**config.mk**
```make
export PLATFORM = sky130hd
export DESIGN_NAME = bit_serial_adder
export DESIGN_NICKNAME = d
export VERILOG_FILES = /design/src/rtl/bit_serial_adder.sv
export SDC_FILE = /design/constraint.sdc
export NUM_CORES = 1
export LEC_CHECK = 0
export CELL_PAD_IN_SITES_DETAIL_PLACEMENT = 1
export CELL_PAD_IN_SITES_GLOBAL_PLACEMENT = 1
export CORE_MARGIN = 2
export CORE_UTILIZATION = 47
export CTS_BUF_LIST = sky130_fd_sc_hd__clkbuf_8
export CTS_CLUSTER_SIZE = 30
export DETAILED_ROUTE_END_ITERATION = 8
export MAX_ROUTING_LAYER = met4
export PLACE_DENSITY_LB_ADDON = 0.1
export SYNTH_ARGS = -nofsm -noshare
export SYNTH_HDL_FRONTEND = slang
export SYNTH_SLANG_ARGS = --single-unit
```
**constraint.sdc**
```tcl
create_clock -name clk -period 4.15 [get_ports clk]
set_input_delay 0.83 -clock clk [delete_from_list [all_inputs] [get_ports clk]]
set_output_delay 0.83 -clock clk [all_outputs]
set_load 0.01 [all_outputs]
```
**src/rtl/bit_serial_adder.sv**
```systemverilog
// Bit-serial unsigned adder: one add cell plus a registered carry resolves one bit
// per clock, LSB first, giving {cout,sum} = a + b after WIDTH bit steps.
module bit_serial_adder #(
    parameter int WIDTH = 8
) (
    input  logic             clk,
    input  logic             rst,
    input  logic             start,
    input  logic [WIDTH-1:0] a,
    input  logic [WIDTH-1:0] b,
    output logic             busy,
    output logic             done,
    output logic [WIDTH-1:0] sum,
    output logic             cout
);

    localparam int CW = $clog2(WIDTH);
    localparam logic [CW-1:0] LAST_BIT = CW'(WIDTH - 1);

    typedef enum logic [1:0] {
        S_IDLE,
        S_RUN,
        S_DONE
    } state_t;

    state_t           r_state;
    logic [WIDTH-1:0] r_a_sr;
    logic [WIDTH-1:0] r_b_sr;
    logic [WIDTH-1:0] r_res_sr;
    logic             r_carry;
    logic [CW-1:0]    r_cnt;

    logic             w_sum_bit;
    logic             w_carry_nxt;
    logic [WIDTH-1:0] w_res_nxt;

    // Single full-add cell on the current LSBs and the stored carry.
    assign w_sum_bit   = r_a_sr[0] ^ r_b_sr[0] ^ r_carry;
    assign w_carry_nxt = (r_a_sr[0] & r_b_sr[0]) | (r_a_sr[0] & r_carry) | (r_b_sr[0] & r_carry);
    assign w_res_nxt   = {w_sum_bit, r_res_sr[WIDTH-1:1]};

    assign busy = (r_state == S_RUN);
    assign done = (r_state == S_DONE);

    // NOTE: every register here uses <= so all updates see pre-edge values of each other.
    always_ff @(posedge clk or posedge rst) begin
        if (rst) begin
            r_state  <= S_IDLE;
            r_a_sr   <= '0;
            r_b_sr   <= '0;
            r_res_sr <= '0;
            r_carry  <= 1'b0;
            r_cnt    <= '0;
            sum      <= '0;
            cout     <= 1'b0;
        end else begin
            case (r_state)
                S_IDLE: begin
                    if (start) begin
                        r_a_sr  <= a;
                        r_b_sr  <= b;
                        r_carry <= 1'b0;
                        r_cnt   <= '0;
                        r_state <= S_RUN;
                    end
                end
                S_RUN: begin
                    r_carry  <= w_carry_nxt;
                    r_a_sr   <= r_a_sr >> 1;
                    r_b_sr   <= r_b_sr >> 1;
                    r_res_sr <= w_res_nxt;
                    r_cnt    <= r_cnt + 1'b1;
                    // Last bit: publish the result on the same edge it is formed.
                    if (r_cnt == LAST_BIT) begin
                        sum     <= w_res_nxt;
                        cout    <= w_carry_nxt;
                        r_state <= S_DONE;
                    end
                end
                S_DONE: r_state <= S_IDLE;
                default: r_state <= S_IDLE;
            endcase
        end
    end

endmodule

```
Word-level counts from Yosys, hierarchy flattened
Index checks and enable logic that the tools add are counted.

Register bits after elaboration: 39.

Muxes and demuxes: 11. Equality and inequality tests: 5. Bitwise gates (word level): 7. Reductions and logical operators: 5. Add/sub/neg operators: 1.

Operators by type and width (number): $pmux 8 s2 (2); $mux 8 (2); $pmux 3 s2 (1); $reduce_and 2->1 (3); $mux 2 (2); $pmux 2 s2 (1); $add 3x1->3 const B (1); $and 1x1->1 (3); $eq 3x3->1 const B (1); $mux 3 (1); $eq 2x1->1 const B (1); $eq 2x2->1 const B (1); $logic_not 2->1 (1); $ne 2x1->1 const B (1); $ne 2x2->1 const B (1); $or 1x1->1 (2); $pmux 1 s2 (1); $reduce_bool 2->1 (1); $xor 1x1->1 (2); $mux 1 (1).

Logic depth before layout (Yosys ltp)
Gate-level depths: netlist (run 1).

Depth in word-level cells: 4. Gate-level depth with buffers: 5. Gate-level depth less buffers: 4.

Least setup slack after synthesis (run 1)
No wires, ideal clock.

Kind: flip-flop to output port. Start: reg r_state[1]. End: out done. Buffers on the path: 2. Slack: 2371 ps. Stages on the path, launching flop included: 4. Data arrival time: 949 ps. Cells stage by stage: dfrtp_1 buf_4 clkbuf_1 nor2b_1.

Word-level cells in the longest chain between the ends: 1.

Ends and longest elaborated chain: start, declared (line 26) `state_t r_state;`; start signal, assigned (line 48) `r_state <= S_IDLE;`; start signal, assigned (line 64) `r_state <= S_RUN;`; start signal, assigned (line 77) `r_state <= S_DONE;`; $eq 2x2->1 (line 43) `assign done = (r_state == S_DONE);`; end, declared (line 12) `output logic done,`.

Every way passes these cells.

Worst setup path after layout (run 1)
Start: reg r_state[1]. End: out busy.

Word-level cells in the longest chain between the ends: 1.

Ends and longest elaborated chain: $eq 2x1->1 (line 42) `assign busy = (r_state == S_RUN);`; end, declared (line 11) `output logic busy,`.

Every way passes these cells.

==> results of run 1 <==
[stage by stage]
step / hold WS [ns] / total power, W / instances
global placement: 0.488 / 0.00129 / 203
detailed placement: 0.496 / 0.00134 / 203
finish: 0.512 / 0.00163 / 211
global route: 0.541 / 0.00175 / 211
CTS: 0.517 / 0.00165 / 211
floorplan: 0.470 / 0.00113 / 135
[critical path: stages (launching register included)]
cell	delay [ns]
dfrtp_1	0.93
nand2b_4	0.32
inv_4	0.09
clkdlybuf4s50_1	0.48
[sequential cells by signal, summed over array words and instances (netlist names)]
name      count
r_a_sr        8
r_b_sr        8
sum           8
r_res_sr      7
r_cnt         3
r_state       2
cout          1
r_carry       1
[final cells by class]
cell class                 instances  area (µm²)  area share
sequential                        38         951       0.443
multi-input combinational         69         653       0.305
timing repair buffer              31         305       0.142
clock buffer                       5        68.8      0.0321
inverter                          17        66.3      0.0309
tap                               48        60.1      0.0280
clock inverter                     3        40.0      0.0187
[cell families (layout without fill, tap and decap cells)]
kind of cell	Yosys count	in the layout	share of synthesized area
buf+inv	28	56	0.0830
simple gates	28	28	0.114
mux	17	17	0.129
flops	38	38	0.544
compound gates	21	21	0.104
fa+ha+maj	3	3	0.0257
[cells in the final DEF (no fill, tap or decap), drive strengths merged]
| cell | instances |
|---|---|
| a22o | 5 |
| a221oi | 14 |
| nor3b | 1 |
| buf | 2 |
| clkdlybuf4s50 | 29 |
| inv | 17 |
| nand3b | 1 |
| clkbuf | 5 |
| ha | 2 |
| nand2b | 3 |
| o21bai | 1 |
| a21oi | 1 |
| dfrtp | 38 |
| nor2 | 8 |
| bufinv | 1 |
| clkinv | 2 |
| fa | 1 |
| nor2b | 1 |
| mux2 | 17 |
| nor4b | 14 |
[layer usage]
metal | global-route usage | vias up | wire, µm
met5 | - | - | 0
met4 | 0.0638 | 0 | 56
met3 | 0.0573 | 5 | 137
met2 | 0.335 | 25 | 1820
met1 | 0.233 | 604 | 1500
li1 | - | 536 | -
[how the worst max path moves through the flow]
stage | end | slack, ns | cells past startpoint
5_1_grt | busy | 1.09 | 3
3_3_place_gp | busy | 1.58 | 3
4_1_cts | busy | 1.21 | 3
6_report | busy | 1.20 | 3
3_5_place_dp | r_b_sr[3] | 1.50 | 3
2_1_floorplan | done | 2.37 | 3
[where the power goes]
group / internal (W) / leakage [nW] / switching (W)
Sequential: 0.000552 / 0.444 / 0.000113
Combinational: 0.000373 / 0.458 / 0.000284
Clock: 0.000177 / 0.0579 / 0.000131
Total: 0.00110 / 0.960 / 0.000528
==> impl_metrics.env, run 1 <==
export IMPL_reg2reg_depth=2
export IMPL_dr_pass1_iters=4
export IMPL_worstSetupStartpoint="r_state[1]"
export IMPL_grt_pass1_wl_mm=6.03
export IMPL_period_minus_slack_ns=2.95
export IMPL_vias=1170
export IMPL_rsz0062_at_grt="no"
export IMPL_irDropWorstVdd_uv=252
export IMPL_synth_edf_count=0
export IMPL_synth_most_common_cell="dfrtp_1"
export IMPL_path_class="flip-flop to output port"
export IMPL_design_core_area_um2=3610
export IMPL_synth_seq_cells=38
export IMPL_cts_repair_resize_count=0
export IMPL_boundaryPins=30
export IMPL_final_nets=184
export IMPL_dp_hpwl_mm=2.42
export IMPL_synth_async_reset_ratio=1.00
export IMPL_rr_endpoint="sum[7]"
export IMPL_cp_end_kind="output port"
export IMPL_holdCritStartpoint="sum[6]"
export IMPL_drc_errors=0
export IMPL_n_fill_cell=364
export IMPL_num_rows=22
export IMPL_critPathMaxFanout=28
export IMPL_max_clock_path_buffers=2
export IMPL_synth_distinct_cells=22
export IMPL_ys_seq_area_frac=0.544
export IMPL_tns_ns=0
export IMPL_synth_flop_cell="dfrtp_1"
export IMPL_utilization=0.595
export IMPL_power_density_nw_per_um2=760
export IMPL_port_buffers=29
export IMPL_wl_per_cell_um=16.7
export IMPL_synth_common_cells="dfrtp_1, inv_1, a221oi_1, nor4b_1, mux2_4"
export IMPL_synth_area_um2=1750
export IMPL_synth_nets=157
export IMPL_yosysTopAreaCellShare=0.544
export IMPL_synth_cells=135
export IMPL_die_y_um=65.0
export IMPL_grt_pass1_vias=1277
export IMPL_cp_arrival_ns=2.12
export IMPL_slew_viol_final=0
export IMPL_wirelength_mm=3.52
export IMPL_n_antenna_cell=0
export IMPL_place_area_um2=2040
export IMPL_dieArea_um2=4230
export IMPL_yosys_area_top_type="dfrtp_1"
export IMPL_clk_pin_slew_ns=0.07
export IMPL_rrSetupSlack_ns=2.10
export IMPL_ant_nets=0
export IMPL_max_freq_mhz=339
export IMPL_drive_gt1_frac=0.184
export IMPL_cts_buffers=5
export IMPL_max_cap_violations=0
export IMPL_crit_required_ns=3.32
export IMPL_grt_max_degree=29
export IMPL_post_cts_buffers=0
export IMPL_cts_sinks=38
export IMPL_drt_iter0_drc=55
export IMPL_cts_root_buf="clkbuf_8"
export IMPL_final_cell_area_um2=2140
export IMPL_min_to="sum[6]"
export IMPL_status="complete, no violations"
export IMPL_fin_ws_ns=1.20
export IMPL_area_delta_synth_final_pct=22.6
export IMPL_worstMarginPinSlew_ns=1.06
export IMPL_die_x_um=65.0
export IMPL_grt_overflow=0
export IMPL_clk_insertion_delay_late_ns=0.29
export IMPL_finalHoldViolCount=0
export IMPL_timing_slew_headroom=0.295
export IMPL_holdBufCountCts=0
export IMPL_synth_warnings=0
export IMPL_worst_hold_path_type="flip-flop to flip-flop"
export IMPL_post_place_ws_ns=1.50
export IMPL_ys_top_cells_by_area="dfrtp_1, mux2_4, a221oi_1"
export IMPL_worst_setup_path_start_kind="flip-flop"
export IMPL_setup_viol=0
export IMPL_cts_tree="done"
export IMPL_antenna_found_initial=0
export IMPL_initial_core_util=0.485
export IMPL_post_route_period_util=0.711
export IMPL_gp_congestion=0.711
export IMPL_skew_ns=0.00688
export IMPL_hold_path_cell_count=1
export IMPL_r2r_start="r_state[1]"
export IMPL_via_per_inst=5.55
export IMPL_p_leak_nw=0.960
export IMPL_grt_usage=0.200
export IMPL_htree_levels=2
export IMPL_avgSynthCellArea_um2=13.0
Power figures use the tool's default switching activity.
==> run 2: changes to the inputs <==
--- a/config.mk
+++ b/config.mk
@@ -8,7 +8,7 @@
 export CELL_PAD_IN_SITES_DETAIL_PLACEMENT = 1
 export CELL_PAD_IN_SITES_GLOBAL_PLACEMENT = 1
 export CORE_MARGIN = 2
-export CORE_UTILIZATION = 47
+export CORE_UTILIZATION = 44
 export CTS_BUF_LIST = sky130_fd_sc_hd__clkbuf_8
 export CTS_CLUSTER_SIZE = 30
 export DETAILED_ROUTE_END_ITERATION = 8
==> constraint.sdc (replaced) <==
create_clock -name clk -period 3.02 [get_ports clk]
set_input_delay 0.604 -clock clk [delete_from_list [all_inputs] [get_ports clk]]
set_output_delay 0.604 -clock clk [all_outputs]
set_load 0.01 [all_outputs]
==> impl_metrics.env, run 2 (synthesis results as in run 1) <==
export IMPL_status="complete, no violations"
export IMPL_design_core_area_um2=3740
export IMPL_n_antenna_cell=0
export IMPL_drive_gt1_frac=0.188
export IMPL_cp_arrival_ns=1.64
export IMPL_boundaryPins=30
export IMPL_cts_tree="done"
export IMPL_regArea_um2=951
export IMPL_drt_iter0_drc=70
export IMPL_total_power_w=0.00216
export IMPL_area_delta_synth_final_pct=22.5
export IMPL_tns_ns=0
export IMPL_layout_common_cells="dfrtp_1, clkdlybuf4s50_1, inv_1"
export IMPL_path_class="flip-flop to output port"
export IMPL_skew_ns=0.00386
export IMPL_wirelength_mm=3.34
export IMPL_gp_congestion=0.736
export IMPL_rsz0062_at_grt="no"
export IMPL_grt_pass1_vias=1198
export IMPL_period_minus_slack_ns=2.25
export IMPL_cts_sinks=38
export IMPL_whs_ns=0.507
export IMPL_clk_pin_slew_ns=0.07
export IMPL_worst_hold_path_type="flip-flop to flip-flop"
export IMPL_max_cap_violations=0
export IMPL_finalHoldViolCount=0
export IMPL_cts_buffers=5
export IMPL_power_density_nw_per_um2=1010
export IMPL_timing_slew_headroom=0.529
export IMPL_max_clock_path_buffers=2
export IMPL_grt_pass1_wl_mm=5.70
export IMPL_setup_viol=0
export IMPL_via_per_inst=5.40
export IMPL_clk_insertion_delay_late_ns=0.29
export IMPL_worst_setup_path_start_kind="flip-flop"
export IMPL_final_nets=186
export IMPL_worstMarginPinSlew_ns=0.704
export IMPL_num_rows=22
export IMPL_htree_levels=2
export IMPL_largestRegisters="r_a_sr x8, r_b_sr x8, sum x8"
export IMPL_post_route_period_util=0.744
export IMPL_layout_commonest_cell="dfrtp_1"
export IMPL_drc_errors=0
export IMPL_cts_root_buf="clkbuf_8"
export IMPL_critPathMaxFanout=27
export IMPL_die_y_um=67.1
export IMPL_dp_hpwl_mm=2.30
export IMPL_max_freq_mhz=445
export IMPL_irDropWorstVdd_uv=333
export IMPL_initial_core_util=0.467
export IMPL_multiInputGateArea_um2=653
export IMPL_vias=1150
export IMPL_crit_required_ns=2.42
export IMPL_p_leak_nw=0.965
export IMPL_port_buffers=29
export IMPL_die_x_um=67.1
export IMPL_dr_pass1_iters=4
export IMPL_post_cts_buffers=0
export IMPL_grt_overflow=0
export IMPL_cts_repair_resize_count=0
export IMPL_holdBufCountCts=0
export IMPL_grt_max_degree=39
export IMPL_ant_nets=0
export IMPL_dieArea_um2=4500
export IMPL_grt_usage=0.182
export IMPL_cp_end_kind="output port"
export IMPL_slew_viol_final=0
export IMPL_n_fill_cell=389
export IMPL_wl_per_cell_um=15.7
export IMPL_antenna_found_initial=0
[run 2: changes by cell type in the layout (fill, tap and decap cells not counted)]
cell,before,now
buf_4,2,4
inv_1,16,17
bufinv_16,1,0
clkinv_2,2,1
clkbuf_8,5,6
[run 2: path summary, 6_finish.rpt]
check / depth (start not counted) / end / slack (ns) / start
max in group asynchronous: 3 / r_a_sr[1] / 1.97 / rst
min in group asynchronous: 3 / sum[6] / 0.72 / rst
hold reg to reg: 1 / r_cnt[2] / 0.51 / r_cnt[2]
setup / recovery: 3 / done / 0.77 / r_state[1]
hold / removal: 1 / r_cnt[2] / 0.51 / r_cnt[2]
setup reg to reg: 3 / sum[2] / 1.16 / r_state[0]
[run 2: final cells by class]
class / instances / area share
clock buffers: 6 / 0.0386
clock inverters: 2 / 0.00409
inverters: 17 / 0.0310
multi-input cells: 69 / 0.305
flip-flops and latches: 38 / 0.444
well taps: 48 / 0.0280
repair buffers: 33 / 0.150
[run 2: worst max-delay path: stages, from the launching register on]
cell,delay [ns]
dfrtp_1,0.36
buf_4,0.27
nor2b_1,0.16
clkdlybuf4s50_1,0.54
[run 2: metal layers]
layer / share of wire / global-route usage / wire [µm]
met5: 0 / - / 0
met4: 0 / 0.0459 / 0
met3: 0.051 / 0.0659 / 172
met2: 0.48 / 0.285 / 1620
met1: 0.46 / 0.224 / 1550
[run 2: power by group]
group / internal, W / total (W) / switching [W]
clock network: 0.000181 / 0.000356 / 0.000175
logic: 0.000517 / 0.000911 / 0.000394
registers: 0.000759 / 0.000896 / 0.000137
[run 2: metrics by stage]
step / instances / setup slack (ns) / util / cell area, µm²
floorplan: 135 / 1.47 / - / 1750
global placement: 205 / 0.884 / 0.548 / 2050
detailed placement: 205 / 0.770 / 0.548 / 2050
CTS: 213 / 0.740 / 0.572 / 2140
global route: 213 / 0.661 / 0.572 / 2140
finish: 213 / 0.773 / 0.572 / 2140
